File: src/rtl/serial_sub_pkg.sv
// Shared types for the bit-serial subtractor: FSM state encoding and its width.
package serial_sub_pkg;
  localparam int STATE_W = 2;

  typedef enum logic [STATE_W-1:0] {
    ST_IDLE  = 2'd0,
    ST_SHIFT = 2'd1,
    ST_DONE  = 2'd2
  } state_t;
endpackage

File: src/rtl/fs_cell.sv
// Combinational one-bit full subtractor: d = a - b - bin, bo = borrow out.
module fs_cell (
  input  logic a,
  input  logic b,
  input  logic bin,
  output logic d,
  output logic bo
);
  assign d  = a ^ b ^ bin;
  assign bo = (~a & b) | (~(a ^ b) & bin);
endmodule

File: src/rtl/serial_subtractor.sv
// Bit-serial A - B - Bin, LSB first, one fs_cell reused every cycle.
// Optional SERIAL_SUB_OVERFLOW_EN adds a registered signed-overflow flag (ovf).
module serial_subtractor
  import serial_sub_pkg::*;
#(
  parameter int WIDTH = 8
) (
  input  logic             clk,
  input  logic             rst_n,
  input  logic             start,
  input  logic [WIDTH-1:0] a,
  input  logic [WIDTH-1:0] b,
  input  logic             bin,
  output logic             ready,
  output logic             busy,
  output logic             done,
  output logic [WIDTH-1:0] diff,
  output logic             bout
`ifdef SERIAL_SUB_OVERFLOW_EN
  ,
  output logic             ovf
`endif
);
  localparam int CNT_W = $clog2(WIDTH + 1);

  state_t           state;
  logic [WIDTH-1:0] a_sr, b_sr, res_sr;
  logic             br;
  logic [CNT_W-1:0] cnt;
  logic             d, bo, last;

  fs_cell u_cell (
    .a  (a_sr[0]),
    .b  (b_sr[0]),
    .bin(br),
    .d  (d),
    .bo (bo)
  );

  assign last = (cnt == CNT_W'(WIDTH - 1));

  always_ff @(posedge clk or negedge rst_n) begin
    if (!rst_n) begin
      state  <= ST_IDLE;
      a_sr   <= '0;
      b_sr   <= '0;
      res_sr <= '0;
      br     <= 1'b0;
      cnt    <= '0;
      ready  <= 1'b1;
      busy   <= 1'b0;
      done   <= 1'b0;
      diff   <= '0;
      bout   <= 1'b0;
`ifdef SERIAL_SUB_OVERFLOW_EN
      ovf    <= 1'b0;
`endif
    end else begin
      case (state)
        ST_IDLE: begin
          if (start) begin
            a_sr  <= a;
            b_sr  <= b;
            br    <= bin;
            cnt   <= '0;
            ready <= 1'b0;
            busy  <= 1'b1;
            state <= ST_SHIFT;
          end
        end
        ST_SHIFT: begin
          a_sr   <= a_sr >> 1;
          b_sr   <= b_sr >> 1;
          res_sr <= {d, res_sr[WIDTH-1:1]};
          br     <= bo;
          cnt    <= cnt + 1'b1;
          if (last) begin
            diff  <= {d, res_sr[WIDTH-1:1]};
            bout  <= bo;
`ifdef SERIAL_SUB_OVERFLOW_EN
            // On the last bit a_sr[0]/b_sr[0] are the operand MSBs and d is the result MSB
            ovf   <= (a_sr[0] ^ b_sr[0]) & (d ^ a_sr[0]);
`endif
            busy  <= 1'b0;
            done  <= 1'b1;
            state <= ST_DONE;
          end
        end
        ST_DONE: begin
          done  <= 1'b0;
          ready <= 1'b1;
          state <= ST_IDLE;
        end
        default: begin
          ready <= 1'b1;
          busy  <= 1'b0;
          done  <= 1'b0;
          state <= ST_IDLE;
        end
      endcase
    end
  end
endmodule

File: config.mk
export PLATFORM = sky130hd
export DESIGN_NAME = serial_subtractor
export DESIGN_NICKNAME = d
export VERILOG_FILES = /design/src/rtl/serial_sub_pkg.sv /design/src/rtl/fs_cell.sv /design/src/rtl/serial_subtractor.sv
export SDC_FILE = /design/constraint.sdc
export NUM_CORES = 1
export LEC_CHECK = 0
export BUFFER_PORTS_ARGS = -buffer_cell sky130_fd_sc_hd__buf_2
export CORE_MARGIN = 4
export CORE_UTILIZATION = 30
export DETAILED_ROUTE_END_ITERATION = 10
export PLACE_DENSITY = 0.58
export SYNTH_ARGS = -nofsm -noshare
export SYNTH_HDL_FRONTEND = slang
export SYNTH_SLANG_ARGS = --single-unit
File: constraint.sdc
create_clock -name clk -period 4.3 [get_ports clk]
set_input_delay 0 -clock clk [delete_from_list [all_inputs] [get_ports clk]]
set_output_delay 0 -clock clk [all_outputs]
set_load 0.05 [all_outputs]
# Word-level counts from Yosys, hierarchy flattened
# Index checks and enable logic that the tools add are counted.
# Widths: inputs -> output; s select.
[totals]
register_bits = 43
output_inout_bits = 12
elab_cells = 53
[op_classes]
n_mux = 18
add_sub_neg = 1
n_reduce_logical = 8
n_eq_ne = 5
n_bitwise = 10
[op_table]
columns = ["cell", "n"]
rows = [
  ["$pmux 8 s2", 2],
  ["$mux 8", 2],
  ["$reduce_and 2->1", 5],
  ["$pmux 4 s2", 1],
  ["$pmux 1 s2", 3],
  ["$mux 1", 5],
  ["$not 1->1", 5],
  ["$add 4x1->4 const B", 1],
  ["$eq 4x3->1 const B", 1],
  ["$mux 2", 2],
  ["$mux 4", 1],
  ["$ne 2x2->1 const B", 2],
  ["$pmux 2 s2", 1],
  ["$pmux 1 s3", 1],
  ["$reduce_and 3->1", 1],
  ["$and 1x1->1", 2],
  ["$eq 2x1->1 const B", 1],
  ["$eq 2x2->1 const B", 1],
  ["$logic_not 2->1", 1],
  ["$reduce_bool 2->1", 1],
  ["$xor 1x1->1", 2],
  ["$or 1x1->1", 1],
]

# Depth between registers and ports, before layout
# Gate-level depths: netlist of run 1.
[logic_depth]
depth_word = 5
mapped_depth = 5

# Modules after synthesis
# A second synthesis of run 1 with hierarchy kept.
[hier_totals]
cells_unflattened = 164
area_unflattened_um2 = 1919.3
[modules_own_cells]
columns = ["mod", "n_inst", "cells_each", "seq_area_each_um2", "area_each_um2"]
rows = [
  ["serial_subtractor", 1, 160, 1052.3, 1888.1],
  ["fs_cell", 1, 4, 0.0, 31.3],
]

# Least setup slack after synthesis of run 1
# Ideal clock, no wire load.
[synth_path]
path_kind = "register to register"
startpoint = "register cnt[0]"
endpoint = "register diff[0]"
path_slack_ns = 2.806
arrival_time_ns = 1.369
path_stages_with_launch = 6
required_time_ns = 4.175
setup_time_ns = 0.125
cell_sequence = "dfrtp_1 ha_1 and3b_1 and2_4 buf_6 mux2_4"
[synth_via]
elab_chain_len = 2
[synth_lines]
columns = ["item", "line", "rtl"]
rows = [
  ["start: declaration", "serial_subtractor.sv:29", "logic [CNT_W-1:0] cnt;"],
  ["start signal: assignment", "serial_subtractor.sv:76", "cnt <= cnt + 1'b1;"],
  ["$eq 4x3->1", "serial_subtractor.sv:40", "assign last = (cnt == CNT_W'(WIDTH - 1));"],
  ["$reduce_and 2->1 (no source line)", "-", ""],
  ["end signal: assignment", "serial_subtractor.sv:78", "diff <= {d, res_sr[WIDTH-1:1]};"],
  ["end: declaration", "serial_subtractor.sv:17", "output logic [WIDTH-1:0] diff,"],
]
# Every way passes these cells.
# A chain may end at the register's enable or synchronous reset.

# Final worst setup path of run 1
[layout_path]
startpoint = "register state[1]"
endpoint = "register a_sr[4]"
[layout_via]
elab_chain_len = 3
[layout_lines]
columns = ["item", "line", "rtl"]
rows = [
  ["start: declaration", "serial_subtractor.sv:26", "state_t state;"],
  ["start signal: assignment", "serial_subtractor.sv:44", "state <= ST_IDLE;"],
  ["start signal: assignment", "serial_subtractor.sv:68", "state <= ST_SHIFT;"],
  ["start signal: assignment", "serial_subtractor.sv:86", "state <= ST_DONE;"],
  ["$eq 2x1->1 or $logic_not 2->1 (tied branches)", "serial_subtractor.sv:59", "case (state)"],
  ["$reduce_bool 2->1 (no source line) or $ne 2x2->1 (tied branches)", "-", ""],
  ["$reduce_and 2->1 (no source line)", "-", ""],
  ["end signal: assignment", "serial_subtractor.sv:72", "a_sr <= a_sr >> 1;"],
  ["end: declaration", "serial_subtractor.sv:27", "logic [WIDTH-1:0] a_sr, b_sr, res_sr;"],
]
# Several ways; a longest one is shown, not always the timed one.

==> results of run 1 <==
## worst max-delay path, cell delays in order (launching register included)
cell and delay [ns]:
dfrtp_1 0.66, nor2b_1 1.07, a21oi_1 0.18, o21ai_1 0.16
## state kept, by name, summed over array words and instances (netlist names)
signal / cells
a_sr: 8
b_sr: 8
bout: 1
br: 1
busy: 1
cnt: 4
diff: 8
done: 1
ready: 1
res_sr: 7
state: 2
## Yosys cell counts, types with 2 or more instances
cell type | instances | share of area (%)
clkbuf_1 | 5 | 0.99
nand3_1 | 2 | 0.53
nand2_1 | 26 | 5.1
a22o_1 | 2 | 0.92
a22oi_1 | 14 | 5.5
buf_6 | 2 | 1.2
nor2_1 | 2 | 0.39
buf_2 | 3 | 0.79
a21oi_1 | 15 | 3.9
inv_1 | 6 | 1.2
a2bb2oi_1 | 3 | 1.4
nor2b_1 | 16 | 5.3
mux2_4 | 7 | 5.5
dfrtp_1 | 41 | 54
o21ai_1 | 18 | 4.7
## where the power goes
group          switching, µW  leakage (µW)  internal (µW)
logic                    439      0.000512            292
clock network            135     0.0000452            115
registers                159      0.000533            570
total                    733       0.00109            977
## routing by layer
layer  track usage [%]  part of all wire (%)  vias up  routed length, µm
li1                  -                     -      703                  -
met2              17.0                    44       27               1750
met1              15.9                    51      701               2030
met5                 0                     0        -                  0
met4              3.35                  0.85        0                 34
met3              2.73                   4.6        4                185
## layout make-up
class,count,area [µm²],area share [%]
Sequential cell,42,1050,44.8
Clock buffer,6,72.6,3.09
Timing Repair Buffer,48,325,13.8
Inverter,6,22.5,0.958
Multi-Input combinational cell,119,771,32.8
Tap cell,75,93.8,3.99
Clock inverter,2,13.8,0.585
## metrics by stage
stage               power, µW  worst slack (ns)  area (µm²)  instances  hold WS [ns]
finish                   1710              2.14        2350        298       0.00848
global route             1850              1.89        2350        298        0.0627
CTS                      1730              2.15        2350        298        0.0178
detailed placement       1470              2.16        2090        273         0.201
global placement         1460              2.18        2090        273         0.206
floorplan                1300              2.81        1910        178        -0.296
## final timing paths
check | startpoint | to | slack (ns)
setup / recovery | state[1] | a_sr[4] | 2.14
hold / removal | b[2] | b_sr[2] | 0.008
setup reg to reg | state[1] | a_sr[4] | 2.14
hold reg to reg | done | done | 0.48
max in group asynchronous | rst_n | a_sr[7] | 3.33
min in group asynchronous | rst_n | diff[6] | 0.39
## kinds of logic (layout without fill, tap and decap cells)
| kind of cell | count (synthesis) | in the layout | share of synthesized area (%) |
|---|---|---|---|
| and+or+nand+nor | 50 | 50 | 13.1 |
| DFF | 42 | 42 | 55.2 |
| adders and majority gates | 2 | 2 | 1.71 |
| muxes | 10 | 10 | 7.22 |
| AOI/OAI and AO/OA | 57 | 57 | 18.5 |
| buffers and inverters | 17 | 62 | 4.33 |
## cell usage in the layout (no fill, tap or decap), drive strengths merged
| cell type | netlist | routed |
|---|---|---|
| dfrtp | 41 | 41 |
| buf | 6 | 31 |
| nand2 | 26 | 26 |
| o21ai | 19 | 19 |
| dlygate4sd3 | 0 | 17 |
| nor2b | 16 | 16 |
| a21oi | 15 | 15 |
| a22oi | 14 | 14 |
| mux2 | 9 | 9 |
| inv | 6 | 6 |
| clkbuf | 5 | 6 |
| a2bb2oi | 3 | 3 |
| nor2 | 2 | 2 |
| a22o | 2 | 2 |
| nand3 | 2 | 2 |
| clkinv | 0 | 2 |
| and2b | 1 | 1 |
| and3b | 1 | 1 |
| and2 | 1 | 1 |
| o21bai | 1 | 1 |
| nand2b | 1 | 1 |
| o32ai | 1 | 1 |
| mux2i | 1 | 1 |
| a21o | 1 | 1 |
| o311ai | 1 | 1 |
| fa | 1 | 1 |
| ha | 1 | 1 |
| dfstp | 1 | 1 |
## repair_timing
item	CTS	global route
hold endpoints to repair	57	0
hold buffers	17	0
setup endpoints to repair	0	0
==> summary.txt, run 1 <==
Worst setup path
  • R2R depth: 3
  • Critical path class: register to register
  • CP Max Fanout: 24
  • Critical path capture point type: register
  • Setup crit start kind: register
  • Worst Path Required: 4.51 ns
  • WP data arrival: 2.37 ns

Min path
  • Worst hold path class: input port to register
  • Hold path depth: 3

Logic synthesis
  • Syn avg cell area: 10.7 µm²
  • Synth Warn #: 0
  • Cell variety after synth: 31
  • Synth Cell Area: between 0.0015 and 0.002 mm²
  • EDFF count, synth: 0
  • FFs w/ async S/R, synth: 100%
  • Seq/Total Area, Yosys: 55.2%
  • Syn Inst Count: 178
  • Yosys reg bits: 42
  • Top FF cell, synth: dfrtp_1
  • Syn Nets: 200

Global route
  • Vias in the first global route: about 1500
  • First-pass GRT wire length: 6.89 mm
  • Largest net degree at the start of global routing: 43
  • GR Overflow Total: 0
  • Antenna violations before repair: 0
  • Gr usage total: about 11%

Clock network
  • Clock sink count: 42
  • Root buffer cell: clkbuf_8
  • CTS resizes: 0
  • Post-CTS Setup Bufs: 0
  • Clock slew at reported path FFs: about 0.08 ns
  • H-tree levels: 2
  • Clock buffer depth: 2
  • CTS tree: done
  • Clk_lat worst skew: between 0.2 and 0.3 ns
  • Total CTS buffers: 5

Layout
  • Layout Utilization: between 30% and 40%
  • Layout area overhead: 23.4%
  • Fillers: just over 600
  • Layout cells sized above 1: between 20% and 30%
  • Number of diodes: 0
  • Nets: about 240

Flow run
  • Maxcap violations: 0

Pwr
  • Worst VDD drop: between 0.0005 and 0.0006 V
  • Power Dens Cells: just over 700 mW/mm²
  • Leakage: between 0.001 and 0.0015 µW

Timing
  • Tcrit/Tclk final: approximately 50%
  • Post-route minimum period: between 2 and 2.5 ns
  • Endpoints failing setup: 0
  • Max-slew violations: 0
  • Achievable Freq: around 460 MHz
  • Setup Skew: 0.00565 ns
  • Worst Tran Pin Value: ~1.2 ns
  • Relative slew slack: between 15 and 20%
  • Endpoints failing hold: 0
  • Setup TNS: 0 ns
  • Unrepaired setup endpoints after global routing: no

Floorplan
  • Ports: 32
  • Die ar.: approximately 0.0077 mm²
  • Starting Density: a little under a third
  • Die width: between 80 and 90 µm
  • CORE AREA: roughly 0.006 mm²
  • Site Rows: 28
  • Chip Height: between 80 and 90 µm

Status
  • Status: finished clean

Placement
  • DP Wirelength: 2.54 mm
  • Port bufs: 31
  • Placer Congestion: 0.736

Routing
  • Drt total wl: about 4.0 mm
  • Router iterations before antenna repair: 4
  • Post-route ant nets: 0
  • Vias per cell: approximately 4.8
  • Via count: ~1400
  • DRC violations left: 0
  • WL per Instance: roughly 13 µm
  • DRT iter0 DRCs: 70
(Power assumes the default switching activity.)
==> run 2: changes to the inputs <==
Settings changed: ABC_AREA set to 1.
Clock period 4.3 ns to 2.2 ns, I/O delays scaled along.
==> summary.txt, run 2 <==
Status
  • Status: finished clean

Timing
  • Setup TNS: 0 ns (unchanged)
  • Worst Tran Pin Value: 0.931 ns (-0.315 ns)
  • Setup Skew: 0.00580 ns (+0.000147 ns)
  • Tcrit/Tclk final: 64.7% (+15 points)
  • Max-slew violations: 0 (unchanged)
  • Relative slew slack: 37.9% (+21 points)
  • Endpoints failing hold: 0 (unchanged)
  • Unrepaired setup endpoints after global routing: no
  • Endpoints failing setup: 0 (unchanged)
  • Post-route minimum period: 1.42 ns (-0.734 ns)
  • Achievable Freq: 703 MHz (+52%)

Pwr
  • Worst VDD drop: 0.000473 V (-8.7%)
  • Overall Power: 3440 µW (+100%)
  • Leakage: 0.00125 µW (+14%)
  • Power Dens Cells: 1450 mW/mm² (+100%)

Logic synthesis
  • EDFF count, synth: 0 (unchanged)
  • Post-synth top cells: nand2_1 (77), nand3_1 (47), dfrtp_1 (41)
  • Cell variety after synth: 20 (-35%)
  • Seq/Total Area, Yosys: 56.7% (+1.5 points)
  • Synth Cell Area: 0.00185 mm² (-2.7%)
  • Syn avg cell area: 8.87 µm² (-17%)
  • Yosys reg bits: 42 (unchanged)
  • Top FF cell, synth: dfrtp_1
  • Syn Inst Count: 209 (+17%)
  • Count leader, synth: nand2_1
  • Synth Warn #: 0 (unchanged)
  • Top cell type's share of synthesized area: 55.3% (+1.5 points)
  • Syn Nets: 231 (+16%)
  • FFs w/ async S/R, synth: 100% (unchanged)
  • Synth area leaders: dfrtp_1 (55%), nand2_1 (16%), nand3_1 (13%)
  • Cell taking the most area after synthesis: dfrtp_1

Floorplan
  • Die ar.: 0.00750 mm² (-2.4%)
  • Ports: 32 (unchanged)
  • Die width: 86.6 µm (-1.2%)
  • Starting Density: 31.1% (-0.49 points)
  • Site Rows: 28 (unchanged)
  • CORE AREA: 0.00596 mm² (-1.2%)
  • Chip Height: 86.6 µm (-1.2%)

Clock network
  • Total CTS buffers: 5 (unchanged)
  • H-tree levels: 2 (unchanged)
  • Clock buffer depth: 2 (unchanged)
  • Clock slew at reported path FFs: 0.08 ns (about the same)
  • CTS resizes: 0 (unchanged)
  • Root buffer cell: clkbuf_8
  • CTS tree: done
  • Clk_lat worst skew: 0.30 ns (about the same)
  • Post-CTS Setup Bufs: 0 (unchanged)
  • Clock sink count: 42 (unchanged)

Layout
  • Layout cells sized above 1: 19.7% (-2.3 points)
  • Most common cell after layout, fill and taps aside: nand2_1
  • Commonest cells after routing, fill and taps aside: nand2_1 (77), nand3_1 (47), dfrtp_1 (41), buf_2 (31), dlygate4sd3_1 (17)
  • Number of diodes: 0 (unchanged)
  • Layout Utilization: 39.7% (+0.73 points)
  • Layout area overhead: 27.7%
  • Nets: 280 (+15%)
  • Fillers: 627 (+1.8%)
  • Largest regs: a_sr x8, b_sr x8, diff x8

Routing
  • DRT iter0 DRCs: 94 (+34%)
  • Vias per cell: 4.61 (-4.3%)
  • DRC violations left: 0 (unchanged)
  • WL per Instance: 11.3 µm (-16%)
  • Post-route ant nets: 0 (unchanged)
  • Drt total wl: 3.76 mm (-6.1%)
  • Router iterations before antenna repair: 4 (unchanged)
  • Via count: 1539 (+7.2%)

Global route
  • Largest net degree at the start of global routing: 43 (unchanged)
  • Antenna violations before repair: 0 (unchanged)
  • First-pass GRT wire length: 6.93 mm (+0.70%)
  • Vias in the first global route: 1564 (+7.0%)
  • GR Overflow Total: 0 (unchanged)
  • Gr usage total: 11.5% (+0.28 points)

Placement
  • DP Wirelength: 2.50 mm (-1.6%)
  • Port bufs: 31 (unchanged)
  • Placer Congestion: 0.735 (-0.23%)

Worst setup path
  • Critical path capture point type: register
  • Critical Path Slowest Stage Cell: nand2_1
  • Worst path cell trace: inv_2 > nand2_1 > nand2_1 > nand3_1 > nand2_1
  • Cell mode on critical path: nand2_1
  • Setup crit start kind: register
  • CP max stage delay: 0.50 ns (-0.57 ns)
  • WP data arrival: 1.62 ns (-0.75 ns)
  • CP Max Fanout: 21 (-13%)
  • Critical path class: register to register
  • Worst Path Required: 2.39 ns (-2.12 ns)

Flow run
  • Maxcap violations: 0 (unchanged)

Min path
  • Worst hold path class: input port to register
run 2: area by class of cell:
type	instances	area, µm²	share of cell area (%)
timing repair buffer	52	355	15.0
clock buffer	6	82.6	3.49
clock inverter	2	60.1	2.54
sequential	42	1050	44.5
tap	75	93.8	3.96
inverter	13	48.8	2.06
multi-input combinational	144	674	28.5
run 2: what timing repair did:
| action | CTS | global route |
|---|---|---|
| setup endpoints to repair | 0 | 0 |
| endpoints found under the hold margin | 57 | 0 |
| hold buffers | 17 | 0 |
run 2: worst paths after layout:
kind	slack, ns	start	to	depth (start not counted)
setup / recovery	0.78	state[1]	br	5
hold / removal	0.02	bin	br	5
setup reg to reg	0.78	state[1]	br	5
hold reg to reg	0.47	diff[5]	diff[5]	2
max in group asynchronous	1.24	rst_n	res_sr[4]	2
min in group asynchronous	0.39	rst_n	a_sr[2]	2
run 2: stage by stage:
stage / cells / instance area, µm² / setup slack [ns] / hold WS (ns)
after floorplan: 209 / 1850 / 0.978 / -0.296
after global placement: 309 / 2050 / 0.805 / 0.196
after detailed placement: 309 / 2050 / 0.759 / 0.196
after CTS: 334 / 2370 / 0.750 / 0.00363
after global routing: 334 / 2370 / 0.560 / 0.0563
final: 334 / 2370 / 0.777 / 0.0181
run 2: cells by family (layout without fill, tap and decap cells):
| logic type | count (synthesis) | after routing | share of synthesized area [%] |
|---|---|---|---|
| flops | 42 | 42 | 56.7 |
| fa+ha+maj | 2 | 2 | 1.75 |
| buf+inv | 23 | 73 | 6.88 |
| compound gates | 8 | 8 | 2.16 |
| simple gates | 134 | 134 | 32.5 |
run 2: critical path, delay by kind of cell, from the launching register on:
kind | cells | cell delay (ns)
and+or+nand+nor | 4 | 0.82
DFF | 1 | 0.43
buffers and inverters | 1 | 0.07
run 2: routing by layer:
layer  vias up  share of wire (%)  global-route usage (%)
met4         0                1.4                    4.25
met1       723                 49                    15.1
li1        771                  -                       -
met2        40                 45                    18.4
met3         5                4.9                    2.95
met5         -                  0                       0
run 2: power by group:
part	leakage, µW	switching, µW	internal [µW]	total (µW)
registers	0.000535	204	1110	1310
logic	0.000640	939	428	1370
clock network	0.0000714	276	484	761
total	0.00125	1420	2020	3440
